## src/rtl/fir_pkg.sv

```systemverilog
// Shared widths and counter-state encoding for the FIR tap/sample address counters.
package fir_pkg;
   localparam int TAP_W_DEF    = 5;
   localparam int SAMPLE_W_DEF = 10;

   typedef enum logic [1:0] {
      CNT_IDLE = 2'd0,
      CNT_RUN  = 2'd1,
      CNT_FULL = 2'd2
   } cnt_state_t;
endpackage

```

## src/rtl/fir_licznik.sv

```systemverilog
// Up-counter with sync clear, enable and a sticky full flag raised by an enable seen at the terminal value.
// Count and flag update one cycle after clr/en; clr beats en; en is ignored once full until the next clr.
module fir_licznik
   import fir_pkg::*;
#(
   parameter int W = 5
) (
   input  logic         clk,
   input  logic         rst_n,
   input  logic         clr,
   input  logic         en,
   input  logic [W-1:0] term,
   output logic [W-1:0] cnt,
   output logic [W-1:0] cnt_nxt,
   output logic         full
);

   cnt_state_t state;
   logic       at_term;

   // >= rather than == so a terminal lowered mid-run cannot be overrun
   assign at_term = (cnt >= term);

   always_comb begin
      cnt_nxt = cnt;
      if (clr)
         cnt_nxt = '0;
      else if (en && (state != CNT_FULL) && !at_term)
         cnt_nxt = cnt + 1'b1;
   end

   always_ff @(posedge clk or negedge rst_n) begin
      if (!rst_n) begin
         state <= CNT_IDLE;
         cnt   <= '0;
         full  <= 1'b0;
      end else begin
         cnt <= cnt_nxt;
         if (clr) begin
            state <= CNT_IDLE;
            full  <= 1'b0;
         end else if (en && (state != CNT_FULL)) begin
            if (at_term) begin
               state <= CNT_FULL;
               full  <= 1'b1;
            end else begin
               state <= CNT_RUN;
            end
         end
      end
   end

endmodule

```

## src/rtl/fir_liczniki.sv

```systemverilog
// FIR control counters: tap loop index, per-run sample count and circular sample buffer addresses.
// Every output is a register updated one cycle after its FSM strobe; no flow control, strobes are always accepted.
module fir_liczniki
   import fir_pkg::*;
#(
   parameter int TAP_W    = TAP_W_DEF,
   parameter int SAMPLE_W = SAMPLE_W_DEF
) (
   input  logic                clk,
   input  logic                rst_n,
   input  logic [TAP_W:0]      cfg_liczba_wsp,
   input  logic [SAMPLE_W:0]   cfg_liczba_probek,
   input  logic                FSM_reset_licznik,
   input  logic                FSM_zapisz_probki,
   input  logic                FSM_nowa_probka,
   input  logic                FSM_reset_petla,
   input  logic                FSM_petla_en,
   output logic                Petla_full,
   output logic                Licznik_full,
   output logic [TAP_W-1:0]    adres_wsp,
   output logic [SAMPLE_W-1:0] adres_probki,
   output logic [SAMPLE_W-1:0] adres_zapisu,
   output logic                cfg_err
);

   localparam logic [TAP_W:0]    WSP_MAX    = {1'b1, {TAP_W{1'b0}}};
   localparam logic [SAMPLE_W:0] PROBEK_MAX = {1'b1, {SAMPLE_W{1'b0}}};

   logic [TAP_W-1:0]    tap_term, tap_term_in, idx_nxt;
   logic [SAMPLE_W-1:0] probek_term, probek_term_in, zap_nxt;
   logic [SAMPLE_W-1:0] probek_cnt_unused, probek_nxt_unused;
   logic                wsp_bad, probek_bad;

   // Terminals are stored as count-1 so the counters compare against W-bit values;
   // the low bits minus one also give the right answer for the full 2^W case.
   always_comb begin
      wsp_bad     = (cfg_liczba_wsp == '0) || (cfg_liczba_wsp > WSP_MAX);
      tap_term_in = cfg_liczba_wsp[TAP_W-1:0] - 1'b1;
      if (cfg_liczba_wsp == '0)
         tap_term_in = '0;
      else if (cfg_liczba_wsp > WSP_MAX)
         tap_term_in = '1;

      probek_bad     = (cfg_liczba_probek == '0) || (cfg_liczba_probek > PROBEK_MAX);
      probek_term_in = cfg_liczba_probek[SAMPLE_W-1:0] - 1'b1;
      if (cfg_liczba_probek == '0)
         probek_term_in = '0;
      else if (cfg_liczba_probek > PROBEK_MAX)
         probek_term_in = '1;

      zap_nxt = adres_zapisu;
      if (FSM_reset_licznik)
         zap_nxt = '0;
      else if (FSM_zapisz_probki)
         zap_nxt = adres_zapisu + 1'b1;
   end

   always_ff @(posedge clk or negedge rst_n) begin
      if (!rst_n) begin
         tap_term     <= '0;
         probek_term  <= '0;
         cfg_err      <= 1'b0;
         adres_zapisu <= '0;
         adres_probki <= '0;
      end else begin
         if (FSM_reset_licznik) begin
            tap_term    <= tap_term_in;
            probek_term <= probek_term_in;
            cfg_err     <= wsp_bad || probek_bad;
         end
         adres_zapisu <= zap_nxt;
         // built from next-state values so it lands on the same edge as adres_wsp
         adres_probki <= zap_nxt - SAMPLE_W'(1) - SAMPLE_W'(idx_nxt);
      end
   end

   fir_licznik #(.W(TAP_W)) u_tap_cnt (
      .clk     (clk),
      .rst_n   (rst_n),
      .clr     (FSM_reset_petla),
      .en      (FSM_petla_en),
      .term    (tap_term),
      .cnt     (adres_wsp),
      .cnt_nxt (idx_nxt),
      .full    (Petla_full)
   );

   fir_licznik #(.W(SAMPLE_W)) u_probek_cnt (
      .clk     (clk),
      .rst_n   (rst_n),
      .clr     (FSM_reset_licznik),
      .en      (FSM_nowa_probka),
      .term    (probek_term),
      .cnt     (probek_cnt_unused),
      .cnt_nxt (probek_nxt_unused),
      .full    (Licznik_full)
   );

endmodule

```

## config.mk

```make
export PLATFORM = sky130hd
export DESIGN_NAME = fir_liczniki
export DESIGN_NICKNAME = d
export VERILOG_FILES = /design/src/rtl/fir_pkg.sv /design/src/rtl/fir_licznik.sv /design/src/rtl/fir_liczniki.sv
export SDC_FILE = /design/constraint.sdc
export NUM_CORES = 1
export LEC_CHECK = 0
export BUFFER_PORTS_ARGS = -buffer_cell sky130_fd_sc_hd__buf_2
export CELL_PAD_IN_SITES_DETAIL_PLACEMENT = 1
export CELL_PAD_IN_SITES_GLOBAL_PLACEMENT = 2
export CORE_ASPECT_RATIO = 1.25
export CORE_UTILIZATION = 32
export CTS_CLUSTER_SIZE = 40
export DETAILED_ROUTE_END_ITERATION = 6
export GPL_TIMING_DRIVEN = 0
export MAX_ROUTING_LAYER = met4
export PLACE_DENSITY_LB_ADDON = 0.1
export SYNTH_ARGS = -nofsm -noshare
export SYNTH_HDL_FRONTEND = slang
export SYNTH_SLANG_ARGS = --single-unit
```

## constraint.sdc

```tcl
create_clock -name clk -period 3.2 [get_ports clk]
set_input_delay 0.32 -clock clk [delete_from_list [all_inputs] [get_ports clk]]
set_output_delay 0.32 -clock clk [all_outputs]
set_load 0.05 [all_outputs]
```

* Yosys cells after proc, flatten, opt, wreduce, memory -nomap -nowiden
Index checks and enable logic that the tools add are counted.
** Storage, ports and cells
- Output and inout port bits :: 28
- Register bits after elaboration :: 57
- Word-level logic and storage cells :: 64
- Bits of input ports :: 24
** Operators by class
- Muxes and demuxes :: 22
- Eq/ne operators :: 2
- Magnitude comparators :: 4
- Reductions and logical operators :: 18
- Add/subtract/negate cells :: 7
** Operators with widths (number)
- 10-bit two-way mux :: 6
- 10-bit by 1-bit adder with 10-bit output (second input constant) :: 2
- 5-bit two-way mux :: 4
- 10-bit by 1-bit subtractor with 10-bit output (second input constant) :: 2
- 2-bit two-way mux :: 6
- 11-bit greater-than comparator (second input constant) :: 1
- 11-bit zero test :: 1
- 10-bit >= comparator :: 1
- 2-bit nonzero test :: 5
- 10-bit by 5-bit subtractor with 10-bit output :: 1
- 6-bit greater-than comparator (second input constant) :: 1
- 6-bit zero test :: 1
- 1-bit two-way mux :: 6
- 5-bit by 1-bit adder with 5-bit output (second input constant) :: 1
- 5-bit >= comparator :: 1
- 5-bit by 1-bit subtractor with 5-bit output (second input constant) :: 1
- 1-bit logical AND :: 4
- 2-bit inequality test (second input constant) :: 2
- 2-bit AND reduction :: 2
- 1-bit logical OR :: 3
- 1-bit zero test :: 2

* Depth between registers and ports, before layout
- Word-level depth :: 6
- Depth in mapped cells :: 18
- Gate-level depth less buffers :: 17

* By module
A second synthesis with hierarchy kept.
** Second synthesis, totals
- Cell total of the unflattened synthesis :: 362
- Area, all modules :: 3524.6 sq um
** Modules (own cells, without submodules)
- fir_liczniki :: cells each 197, seq. area each 900.9 sq um, area each 1994.4 sq um, times used 1
- fir_licznik (u_probek_cnt) :: cells each 110, seq. area each 325.3 sq um, area each 996.0 sq um, times used 1
- fir_licznik (u_tap_cnt) :: cells each 55, seq. area each 200.2 sq um, area each 534.3 sq um, times used 1

* Least setup slack after synthesis
Ideal clock, no wire load.
- Path kind :: reg2reg
- Start :: reg u_tap_cnt.cnt[0]
- End :: reg adres_probki[8]
- Buffers on the path :: 1
- Required time :: 3.069 ns
- Library setup time :: 0.131 ns
- Period minus slack after synthesis :: 3.744 ns
- Data arrival time :: 3.613 ns
- Path slack :: -0.544 ns
- Cell stages (with the launch flop) :: 19
- Cell sequence :: dfrtp_1 -> inv_1 -> ha_1 -> nand2b_1 -> a21o_1 -> a2111oi_0 -> or2_1 -> buf_2 -> xnor2_1 -> or2_2 -> ha_1 -> inv_1 -> fa_1 -> nor2b_1 -> o21a_1 -> o21ai_0 -> nand3b_1 -> o21ai_0 -> o31ai_1
** On the way
- Word-level cells in the longest chain between the ends :: 6
- Elaborated cells between the ends (all ways) :: 7
- Those cells by class :: 2 x add/sub; 1 x order compare; 2 x mux; 2 x reduce/logical
** RTL lines
- start, declared :: RTL line fir_licznik.sv:13 : output logic [W-1:0] cnt,
- start signal, assigned :: RTL line fir_licznik.sv:38 : cnt <= cnt_nxt;
- 5-bit >= comparator :: RTL line fir_licznik.sv:22 : assign at_term = (cnt >= term);
- 1-bit zero test :: RTL line fir_licznik.sv:28 : else if (en && (state != CNT_FULL) && !at_term)
- 1-bit logical AND :: RTL line fir_licznik.sv:28
- 5-bit two-way mux (*) :: RTL line fir_licznik.sv:28
- 5-bit two-way mux (*) :: RTL line fir_licznik.sv:26 : if (clr)
- 10-bit by 5-bit subtractor with 10-bit output (*) :: RTL line fir_liczniki.sv:73 : adres_probki <= zap_nxt - SAMPLE_W'(1) - SAMPLE_W'(idx_nxt);
- end signal, assigned :: RTL line fir_liczniki.sv:73
- end, declared :: RTL line fir_liczniki.sv:21 : output logic [SAMPLE_W-1:0] adres_probki,
Every way passes the cells marked *; elsewhere a longest branch is shown, timed or not.
A chain may end at the register's enable or synchronous reset.

* Final worst setup path
Same ends and word-level chain as after synthesis.

==> impl_metrics.csv <==
group,metric,value,unit
grt,grt_overflow,0,
layout,n_antenna_cell,0,
yosys,synthTopCellsByCount,"dfrtp_1 (57), inv_1 (35), nor2_1 (33)",
outcome,violations,"setup timing",
sta,rsz0062_at_grt,"true",
worst_setup_path,r2r_start,"u_tap_cnt.cnt[0]",
worst_setup_path,rrSetupSlack,-0.05,ns
worst_setup_path,cp_cell_sequence,"inv_2 > ha_4 > nand2b_4 > a21o_1 > a2111oi_4 > or2_1 > buf_6 > xnor2_4 > or2_4 > ha_4 > inv_2 > fa_2 > nor2b_2 > o21a_1 > o21ai_2 > nand3b_1 > o21ai_1 > o31ai_1",
placed_design,gp_congestion,0.742,
sta,slew_violations,0,
sta,maxSlewHeadroom,0.474,
layout,fin_nets,483,
layout,fin_cells,568,
yosys,synth_cell_type_count,50,
clocking,clkTransAtPathRegs,0.05,ns
yosys,syn_nets,413,
sta,period_needed,3.25,ns
routing,viasPerCell,4.96,
placed_design,hpwl,6.22,mm
yosys,yosysTopAreaCell,"dfrtp_1",
routing,drcViolationCount,0,
yosys,synth_seq_cells,57,
grt,grt_pass1_wl,14.9,mm
yosys,syn_area,0.00346,mm²
sta,hold_viol,0,
worst_setup_path,startpoint_type,"flop",
power_and_ir_drop,p_per_area,539,mW/mm²
floorplan,die_w,95.0,µm
yosys,synthFlopType,"dfrtp_1",
grt,antenna_found_initial,0,
worst_setup_path,crit_fanout,4,
routing,vias,2816,
worst_setup_path,ff2ff_path_depth,18,
clocking,cts_tree,"built",
clocking,clock-sinks,57,
yosys,yosysWarnings,0,
grt,gr-usage-all-layers,0.179,
clocking,clock_path_buffers,2,
placed_design,dp.cells,543,
sta,setup-tns-final,-0.0479,ns
routing,dr.pass1.iters,4,
yosys,seq_area_frac_synth,0.412,
layout,drive_gt1_frac,0.257,
layout,final_area,0.00435,mm²
routing,avgRoutedWirePerCell,15.3,µm
clocking,clkLatencyLatePin,0.32,ns
outcome,status,"complete, but fails checks",
worst_setup_path,cp.required,3.40,ns
sta,max_freq,308,MHz
yosys,netlist_top_cells_area,"dfrtp_1 (41%), ha_1 (9.4%), xnor2_1 (4.6%), inv_1 (3.8%), nor2_1 (3.6%)",
placed_design,dpl_cell_area,0.00394,mm²
floorplan,row_count,42,
worst_setup_path,endpoint_kind,"flop",
floorplan,core_area,0.0106,mm²
clocking,numCtsBuffers,9,
yosys,synth_edf_count,0,
layout,synthToLayoutAreaGrowth,25.7,%
routing,ant_nets,0,
worst_setup_path,critical_path.max_stage_delay,0.41,ns
grt,grt_pass1_vias,3102,
yosys,postSynthAreaPerCell,9.56,µm²
sta,min_period_over_period,1.01,
worst_setup_path,cpLargestDelayFamily,"compound AO/OA/AOI/OAI gates",
grt,grt_max_degree,58,
job,max_cap_viol_count,0,
min_path,hp-class,"in -> async",
floorplan,io_pins,52,
worst_setup_path,crit_buf_inv,3,
sta,setup_ws,-0.0479,ns
worst_setup_path,worstSetupPathType,"reg -> reg",
worst_setup_path,slowest_stage,"dfrtp_2",
worst_setup_path,timing.rr.end,"adres_probki[8]",
routing,drtIter0Drc,75,
clocking,root_buffer,"clkbuf_16",
floorplan,die_area,0.0112,mm²
sta,setup_violations,1,
clocking,ctsHoldBuffers,0,
yosys,synthCells,362,
yosys,async_flop_share,1.00,
routing,drt-total-wl,8.68,mm
placed_design,pre_cts_ws,-0.271,ns
yosys,synth_top_area_share,0.412,
sta,fin_skew,0.00361,ns
yosys,synth_most_common_cell,"dfrtp_1",
sta,worstMarginPinSlew,0.787,ns
clocking,htreeDepth,3,
floorplan,start_util,0.328,
placed_design,portBuffers,49,
power_and_ir_drop,leakage,2.01,nW
worst_setup_path,worst_ep_arrival_time,3.44,ns
power_and_ir_drop,ir_drop,0.348,mV
floorplan,die_y,118,µm
## state kept, by name, indices dropped and copies added (netlist names), 2 cells and up
| name | cells |
|---|---|
| adres_probki | 10 |
| adres_zapisu | 10 |
| probek_term | 10 |
| tap_term | 5 |
| u_probek_cnt.cnt | 10 |
| u_probek_cnt.state | 2 |
| u_tap_cnt.cnt | 5 |
| u_tap_cnt.state | 2 |
## cell usage in the layout, fill, tap and decap left out, types with 3 or more instances in the layout
cell type / n
ha_4: 4
o21ai_0: 19
xnor2_1: 17
o21ai_1: 6
a21o_1: 4
o211ai_1: 3
and3_1: 3
clkbuf_1: 10
maj3_1: 5
o21a_1: 3
nand2b_1: 3
ha_1: 22
or3_1: 3
nand3_1: 7
xor2_1: 13
a211oi_1: 8
buf_4: 11
nor3_1: 5
nor2b_1: 4
nor2_1: 33
clkinv_2: 4
mux2_2: 5
buf_2: 48
a2111oi_0: 6
or2_2: 3
nand2_1: 21
clkbuf_16: 9
dfrtp_1: 55
inv_1: 33
a21oi_1: 17
mux2i_1: 5
## how the worst max path moves through the flow
stage | end | depth (start not counted) | slack, ns | start
6_report | adres_probki[8] | 18 | -0.05 | u_tap_cnt.cnt[0]
5_1_grt | adres_probki[9] | 16 | -0.19 | u_tap_cnt.cnt[0]
4_1_cts | adres_probki[9] | 16 | -0.03 | u_tap_cnt.cnt[0]
3_5_place_dp | adres_probki[9] | 16 | -0.27 | u_tap_cnt.cnt[0]
3_3_place_gp | adres_probki[9] | 16 | -0.27 | u_tap_cnt.cnt[0]
2_1_floorplan | adres_probki[8] | 18 | -0.07 | u_tap_cnt.cnt[0]
## logic make-up (layout without fill, tap and decap cells)
family | after synthesis | after routing | synth area share
mux | 13 | 13 | 0.0412
fa+ha+maj | 33 | 33 | 0.117
flops | 57 | 57 | 0.412
xor+xnor | 31 | 31 | 0.0784
buf+inv | 47 | 121 | 0.0535
simple gates | 102 | 102 | 0.152
compound gates | 79 | 79 | 0.145
## what timing repair did
item,in CTS,in global routing
setup buffers,7,4
pin swaps,10,3
resized for setup,10,2
setup endpoints to repair,4,5
## layer usage
metal | share of wire | routed length [µm] | up-vias | global-route usage
met4 | 0.015 | 134 | 0 | 0.0682
li1 | - | - | 1389 | -
met5 | 0 | 0 | - | -
met1 | 0.43 | 3760 | 1394 | 0.203
met2 | 0.53 | 4600 | 26 | 0.306
met3 | 0.022 | 194 | 7 | 0.0347
## layout make-up
class	instances	area [µm²]
fill	1234	6210
multi-input combinational	258	1980
sequential	57	1430
timing repair buffer	59	323
clock buffer	11	243
tap	132	165
inverter	35	131
buffer	12	60.1
clock inverter	4	20.0
## where the power goes
part	internal, mW	switching (mW)	leakage [nW]
clock	0.534	0.325	0.135
combinational	0.243	0.410	1.18
sequential	0.796	0.0347	0.700
total	1.57	0.770	2.01
## through the flow
stage               hold slack (ns)  power (mW)   util
floorplan                    0.0244        1.26      -
global placement              0.486        1.41  0.373
detailed placement            0.499        1.42  0.373
CTS                           0.249        2.37  0.410
global route                  0.133        2.48  0.412
finish                       0.0715        2.34  0.412
Note: power is estimated with default switching activity, not from simulation.
